===== src/rtl/time_entry_pkg.sv =====
// Shared types and constants for the time_entry keypad front end.
package time_entry_pkg;
    localparam int          BCD_W        = 4;
    localparam logic [3:0]  MAX_SEC_TENS = 4'd5;

    typedef enum logic [2:0] {
        ST_IDLE,
        ST_ENTRY,
        ST_LOAD,
        ST_RUN,
        ST_DONE
    } state_t;

    function automatic logic is_digit(input logic [BCD_W-1:0] code);
        return code <= 4'd9;
    endfunction
endpackage


===== src/rtl/time_entry_key_edge.sv =====
// Per-key front end: 2-flop synchronizer, optional debounce, rising-edge pulse.
// Debounce is built only when TIME_ENTRY_DEBOUNCE_EN is defined.
module key_edge #(
    parameter int DEBOUNCE_CYCLES = 4
) (
    input  logic clk,
    input  logic clrn,
    input  logic key_i,
    output logic rise_o
);
    logic sync1_q, sync2_q, prev_q, lvl;

    always_ff @(posedge clk or negedge clrn) begin
        if (!clrn) begin
            sync1_q <= 1'b0;
            sync2_q <= 1'b0;
        end else begin
            sync1_q <= key_i;
            sync2_q <= sync1_q;
        end
    end

`ifdef TIME_ENTRY_DEBOUNCE_EN
    localparam int CW = $clog2(DEBOUNCE_CYCLES + 1);
    logic [CW-1:0] cnt_q;
    logic          stable_q;

    // Any low sample restarts the count; the level drops immediately.
    always_ff @(posedge clk or negedge clrn) begin
        if (!clrn) begin
            cnt_q    <= '0;
            stable_q <= 1'b0;
        end else if (!sync2_q) begin
            cnt_q    <= '0;
            stable_q <= 1'b0;
        end else if (cnt_q == CW'(DEBOUNCE_CYCLES)) begin
            stable_q <= 1'b1;
        end else begin
            cnt_q <= cnt_q + 1'b1;
        end
    end
    assign lvl = stable_q;
`else
    assign lvl = sync2_q;
`endif

    always_ff @(posedge clk or negedge clrn) begin
        if (!clrn) prev_q <= 1'b0;
        else       prev_q <= lvl;
    end

    assign rise_o = lvl & ~prev_q;
endmodule


===== src/rtl/time_entry.sv =====
// Keypad time entry: collects M:SS digits, validates, loads and runs a timer chain.
// Optional key debounce via TIME_ENTRY_DEBOUNCE_EN.
module time_entry
    import time_entry_pkg::*;
#(
    parameter int DEBOUNCE_CYCLES = 4
) (
    input  logic             clk,
    input  logic             clrn,
    input  logic             key_valid,
    input  logic [BCD_W-1:0] key_code,
    input  logic             key_clear,
    input  logic             key_start,
    input  logic             timer_zero,
    output logic [BCD_W-1:0] min_ones,
    output logic [BCD_W-1:0] sec_tens,
    output logic [BCD_W-1:0] sec_ones,
    output logic             loadn,
    output logic             timer_en,
    output logic             done,
    output logic             err
);
    state_t           state_q, state_d;
    logic [BCD_W-1:0] min_q, tens_q, ones_q, min_d, tens_d, ones_d;
    logic             loadn_q, loadn_d, ten_q, ten_d, done_q, done_d, err_q, err_d;
    logic             armed_q, armed_d;
    logic             valid_rise, start_rise, dig_ok, load_ok;

    key_edge #(.DEBOUNCE_CYCLES(DEBOUNCE_CYCLES)) u_valid (
        .clk(clk), .clrn(clrn), .key_i(key_valid), .rise_o(valid_rise));
    key_edge #(.DEBOUNCE_CYCLES(DEBOUNCE_CYCLES)) u_start (
        .clk(clk), .clrn(clrn), .key_i(key_start), .rise_o(start_rise));

    assign dig_ok  = valid_rise & is_digit(key_code);
    assign load_ok = (tens_q <= MAX_SEC_TENS) && ({min_q, tens_q, ones_q} != '0);

    always_comb begin
        state_d = state_q;
        min_d   = min_q;
        tens_d  = tens_q;
        ones_d  = ones_q;
        loadn_d = 1'b1;
        ten_d   = ten_q;
        done_d  = 1'b0;
        err_d   = 1'b0;
        armed_d = 1'b0;
        if (key_clear) begin
            state_d = ST_IDLE;
            min_d   = '0;
            tens_d  = '0;
            ones_d  = '0;
            ten_d   = 1'b0;
        end else begin
            unique case (state_q)
                ST_IDLE: begin
                    if (dig_ok) begin
                        min_d   = tens_q;
                        tens_d  = ones_q;
                        ones_d  = key_code;
                        state_d = ST_ENTRY;
                    end
                end
                ST_ENTRY: begin
                    // Start wins over a digit edge arriving in the same cycle.
                    if (start_rise) begin
                        if (load_ok) begin
                            state_d = ST_LOAD;
                            loadn_d = 1'b0;
                            ten_d   = 1'b1;
                        end else begin
                            err_d = 1'b1;
                        end
                    end else if (dig_ok) begin
                        min_d  = tens_q;
                        tens_d = ones_q;
                        ones_d = key_code;
                    end
                end
                ST_LOAD: begin
                    state_d = ST_RUN;
                    ten_d   = 1'b1;
                end
                ST_RUN: begin
                    // timer_zero is stale on the first RUN cycle, so it is only armed after.
                    armed_d = 1'b1;
                    ten_d   = 1'b1;
                    if (armed_q && timer_zero) begin
                        state_d = ST_DONE;
                        done_d  = 1'b1;
                        ten_d   = 1'b0;
                        min_d   = '0;
                        tens_d  = '0;
                        ones_d  = '0;
                    end
                end
                ST_DONE:  state_d = ST_IDLE;
                default:  state_d = ST_IDLE;
            endcase
        end
    end

    always_ff @(posedge clk or negedge clrn) begin
        if (!clrn) begin
            state_q <= ST_IDLE;
            min_q   <= '0;
            tens_q  <= '0;
            ones_q  <= '0;
            loadn_q <= 1'b1;
            ten_q   <= 1'b0;
            done_q  <= 1'b0;
            err_q   <= 1'b0;
            armed_q <= 1'b0;
        end else begin
            state_q <= state_d;
            min_q   <= min_d;
            tens_q  <= tens_d;
            ones_q  <= ones_d;
            loadn_q <= loadn_d;
            ten_q   <= ten_d;
            done_q  <= done_d;
            err_q   <= err_d;
            armed_q <= armed_d;
        end
    end

    assign min_ones = min_q;
    assign sec_tens = tens_q;
    assign sec_ones = ones_q;
    assign loadn    = loadn_q;
    assign timer_en = ten_q;
    assign done     = done_q;
    assign err      = err_q;
endmodule


===== config.mk =====
export PLATFORM = sky130hd
export DESIGN_NAME = time_entry
export DESIGN_NICKNAME = d
export VERILOG_FILES = /design/src/rtl/time_entry_pkg.sv /design/src/rtl/time_entry_key_edge.sv /design/src/rtl/time_entry.sv
export SDC_FILE = /design/constraint.sdc
export NUM_CORES = 1
export LEC_CHECK = 0
export BUFFER_PORTS_ARGS = -buffer_cell sky130_fd_sc_hd__buf_2
export CORE_MARGIN = 3
export CORE_UTILIZATION = 51
export CTS_CLUSTER_SIZE = 24
export DETAILED_ROUTE_END_ITERATION = 10
export GPL_TIMING_DRIVEN = 0
export PLACE_DENSITY = 0.76
export SLEW_MARGIN = 30
export SYNTH_ARGS = -nofsm -noshare
export SYNTH_HDL_FRONTEND = slang
export SYNTH_SLANG_ARGS = --single-unit
export TNS_END_PERCENT = 50

===== constraint.sdc =====
create_clock -name clk -period 2.36 [get_ports clk]
set_input_delay 0 -clock clk [delete_from_list [all_inputs] [get_ports clk]]
set_output_delay 0 -clock clk [all_outputs]
set_load 0.05 [all_outputs]

# Word level (Yosys, flattened, before mapping)
# Index checks and enable logic that the tools add are counted.
[totals]
reg_bits = 26
latch_bits = 0
mem_bits_rw = 0
rom_bits = 0
output_inout_bits = 16
memories = 0
[op_classes]
addsub = 0
n_mul = 0
div = 0
n_lt_le_gt_ge = 2
n_eq_ne = 8
shifts = 0
muxes = 36
n_bitwise = 5
n_reduce_logical = 9
[op_table]
columns = ["cell", "n"]
rows = [
  ["$mux W4", 10],
  ["$pmux W4 S3", 3],
  ["$mux W1", 16],
  ["$mux W3", 5],
  ["$ne A3 B3 Y1 const B", 5],
  ["$pmux W3 S4", 1],
  ["$reduce_bool A12 Y1", 1],
  ["$reduce_bool A4 Y1", 2],
  ["$eq A3 B2 Y1 const B", 2],
  ["$reduce_and A3 Y1", 2],
  ["$le A4 B3 Y1 const B", 1],
  ["$le A4 B4 Y1 const B", 1],
  ["$reduce_and A4 Y1", 1],
  ["$and A1 B1 Y1", 3],
  ["$eq A3 B1 Y1 const B", 1],
  ["$logic_not A3 Y1", 1],
  ["$pmux W1 S3", 1],
  ["$logic_and A1 B1 Y1", 2],
  ["$not A1 Y1", 2],
]

# Longest topological paths before layout
[depth]
depth_word = 7
mapped_depth = 6

# Modules after synthesis
# Synthesis repeated with hierarchy kept, for this count alone.
[hier_totals]
cells_unflattened = 82
hier_area_um2 = 1046.0
[modules_own_cells]
columns = ["mod", "n_inst", "cells_each", "area_per_inst_um2"]
rows = [
  ["time_entry", 1, 74, 868.3],
  ["key_edge", 2, 4, 88.8],
]

# Worst setup path before layout
# OpenSTA, ideal clock, no wires.
[synth_path]
kind = "reg-to-reg"
start = "register state_q[1]"
end = "register min_q[1], in the netlist min_ones[1]"
arrival_time_ns = 1.669
required_ns = 2.232
setup_slack_ns = 0.563
stages_incl_launch_ff = 7
period_less_slack_ns = 1.797
cell_sequence = "dfrtp_1 > and3b_1 > buf_6 > nor2b_4 > a221oi_4 > buf_6 > mux2_1"
[synth_between]
elab_chain_len = 3
word_cells_on_any_way = 9
cone_classes = "eq/ne: 4; mux: 2; reduce/logical: 3"
[synth_lines]
columns = ["element", "line_no", "source"]
rows = [
  ["start: declaration", "time_entry.sv:23", "state_t state_q, state_d;"],
  ["start signal: assignment", "time_entry.sv:114", "state_q <= state_d;"],
  ["$eq A3 B1 Y1 (tied with other cells)", "time_entry.sv:54", "unique case (state_q)"],
  ["$ne A3 B3 Y1 (no line) (tied with other cells)", "n/a", ""],
  ["$reduce_and A3 Y1 (no line) / $mux W4 (equally long branches)", "n/a", ""],
  ["end signal: assignment", "time_entry.sv:115", "min_q <= min_d;"],
  ["end: declaration", "time_entry.sv:24", "logic [BCD_W-1:0] min_q, tens_q, ones_q, min_d, tens_d, ones_d;"],
]
# Parallel ways exist; a longest one is shown, timed or not.
# A chain may end at the register's enable or synchronous reset.

# Final worst setup path
# Ends and elaborated chain as after synthesis.

==> summary.txt <==
hpwl dp: 1.567 mm
pwr dens: 708.2 nW/µm²
Worst R2R Path Depth: 6
Final Hold Viols: 0
highest metal layer with signal wires: met4
Final ANT Viol Nets: 0
WHS: 0.1947 ns
Tcrit/Tclk final: 82.60%
unrepaired setup endpoints after global routing: false
largest area contributor in the netlist: dfrtp_1
CP peak stage delay: 0.49 ns
Final Slew Violations: 0
Post-Syn Area per Cell: 11.81 µm²
Synth top cells by count: 25 x dfrtp_1, 11 x nand2_1, 9 x inv_1, 8 x mux2i_1, 5 x nor3_1
number of remaining DRC errors: 0
Max-cap violations: 0
postcts setup bufs: 0
crit path DAT: 2.16 ns
GRT Util Overall: 18.78%
std cell rows: 16
most frequent cell after synthesis: dfrtp_1
overflow left after global routing: 0
Area contributors post-synth: dfrtp_1 55%, mux2i_1 7.1%, mux2_1 4.0%
die footprint: 2824 µm²
initial antenna violation count: 0
die width: 53.15 µm
pin count of the biggest net entering global routing: 27
first-pass detailed-route iteration total: 4
vias post-DR: 864
Setup-failing EPs final: 0
Reg clk slew, reported paths: 0.14 ns
sequential share of the synthesized area: 57.51%
Post-synth ARST share: 100.0%
Clock Tree Buf Depth: 2
drt via density: 5.366
worst vdd ir: 0.0004994 V
critical path cell sequence: and3b_1 -> buf_6 -> nor2b_4 -> a221oi_4 -> buf_6 -> mux2_1
CP startpoint kind: register
Critical Path Most Common Cell: buf_6
Post-Synthesis Cells: 96
fin nets: 145
met3 WL: 108 µm
EDFF count, synth: 0
Sink Count: 26
Lkg Pwr: 0.7205 nW
Synth cell types: 28
TNS Setup: 0 ns
WL/cell: 13.82 µm
FF+latch count, synth: 26
Routed met1 length: 1.025 mm
critical path required time: 2.57 ns
number of diodes: 0
CP Max Fanout: 10
I/O Pins: 26
Placer Congestion: 0.8015
critical path endpoint category: register
fill count: 164
Worst Skew: 0.002972 ns
Post-Syn Nets: 106
vias in the first global route: 866
Detailed Route Iter0 Violations: 9
Pwr Total: 1.016 mW
Tmin final: 1.949 ns
status: finished, final reports clean
Worst slew margin: 61.02%
slowest cell on the critical path: dfrtp_1
Fmax achieved: 0.5130 GHz
number of warnings issued by yosys: 0
Clock Latency Late Sink: 0.31 ns
Synth top area share: 55.19%
Setup CP Type: register to register
min-delay worst type: input port to async pin
Post-synth top flop: dfrtp_1
CTS resizes: 0
Layout area overhead: 26.60%
global-route wire length before repair: 3.836 mm
CORE AREA: 2042 µm²
Detailed Route WL: 2.225 mm
actual slew at the worst max-slew pin: 0.5832 ns
share of cells above drive strength 1: 26.87%
Num CTS Buffers: 3
detailed route wirelength on metal2: 1.025 mm
Die H: 53.15 µm
Starting Density: 55.51%
Clock Tree Root: clkbuf_4
post-synthesis cell area: 1134 µm²
CTS tree: yes
level count of the clock H-tree: 1
I/O Buffers: 25
[cells by family (layout without fill, tap and decap cells)]
group,count (synthesis),count (layout),synth area share (%)
and+or+nand+nor,34,34,16.45
muxes,12,12,11.04
DFF,26,26,57.51
buffers and inverters,12,50,5.297
AOI/OAI and AO/OA,12,12,9.713
[power by group]
part,switching (mW),total (mW),internal (mW),leakage (nW)
clock,0.128,0.300,0.172,0.0279
combinational,0.148,0.217,0.0699,0.356
sequential,0.0249,0.499,0.474,0.337
[final cells by class]
cell class / instances / area (µm²) / area share (%)
inverters: 9 / 33.78 / 2.354
clock inverters: 1 / 30.03 / 2.092
clock buffers: 3 / 22.52 / 1.569
well taps: 27 / 33.78 / 2.354
flip-flops and latches: 26 / 651.9 / 45.42
plain buffers: 3 / 26.28 / 1.831
repair buffers: 34 / 215.2 / 15.00
multi-input cells: 58 / 421.7 / 29.38
[metrics by stage]
step | setup WS, ns | instances | util, % | cell area [µm²]
after floorplan | 0.5633 | 96 | - | 1134
after global placement | 0.4372 | 148 | 63.30 | 1292
after detailed placement | 0.4176 | 148 | 63.30 | 1292
after CTS | 0.3922 | 161 | 70.28 | 1435
after global routing | 0.3111 | 161 | 70.28 | 1435
final | 0.4106 | 161 | 70.28 | 1435
[layout by cell type (no fill, tap or decap), drive strengths merged, types with 2 or more instances in the layout]
| cell type | n |
|---|---|
| a21oi | 3 |
| and3 | 3 |
| buf | 27 |
| clkbuf | 4 |
| dfrtp | 25 |
| dlygate4sd3 | 9 |
| inv | 9 |
| mux2 | 4 |
| mux2i | 8 |
| nand2 | 11 |
| nand3 | 3 |
| nor2 | 4 |
| nor2b | 2 |
| nor3 | 5 |
| nor4 | 3 |
| nor4b | 2 |
[what timing repair did]
item | 4_1_cts | 5_1_grt
hold endpoints to repair | 35 | 0
setup endpoints to repair | 0 | 0
hold buffers | 9 | 0
[per-layer routing]
layer,up-vias,global-route usage [%]
li1,414,-
met3,8,2.535
met5,-,0
met4,0,9.787
met1,413,26.32
met2,29,28.10
[flip-flops by register name, summed over array words and instances (netlist names), 3 cells and up]
register	flops
min_ones	4
sec_ones	4
sec_tens	4
state_q	3
[critical path: cells and delay by family, from the launching register on]
kind	cells	cell delay [ns]
flops	1	0.49
compound gates	1	0.31
mux	1	0.33
simple gates	2	0.37
buf+inv	2	0.35
[worst paths after layout]
check | slack (ns) | from | end
max | 0.41 | state_q[1]$_DFFE_PN0P_ | min_ones[1]$_DFFE_PN0P_
min | 0.19 | clrn | done$_DFF_PN0_
max reg2reg | 0.41 | state_q[1]$_DFFE_PN0P_ | min_ones[1]$_DFFE_PN0P_
min reg2reg | 0.36 | u_start.sync1_q$_DFF_PN0_ | u_start.lvl$_DFF_PN0_
max in group asynchronous | 1.79 | clrn | loadn$_DFF_PN1_
min in group clk | 0.31 | key_start | u_start.sync1_q$_DFF_PN0_
Note: power is estimated with default switching activity, not from simulation.
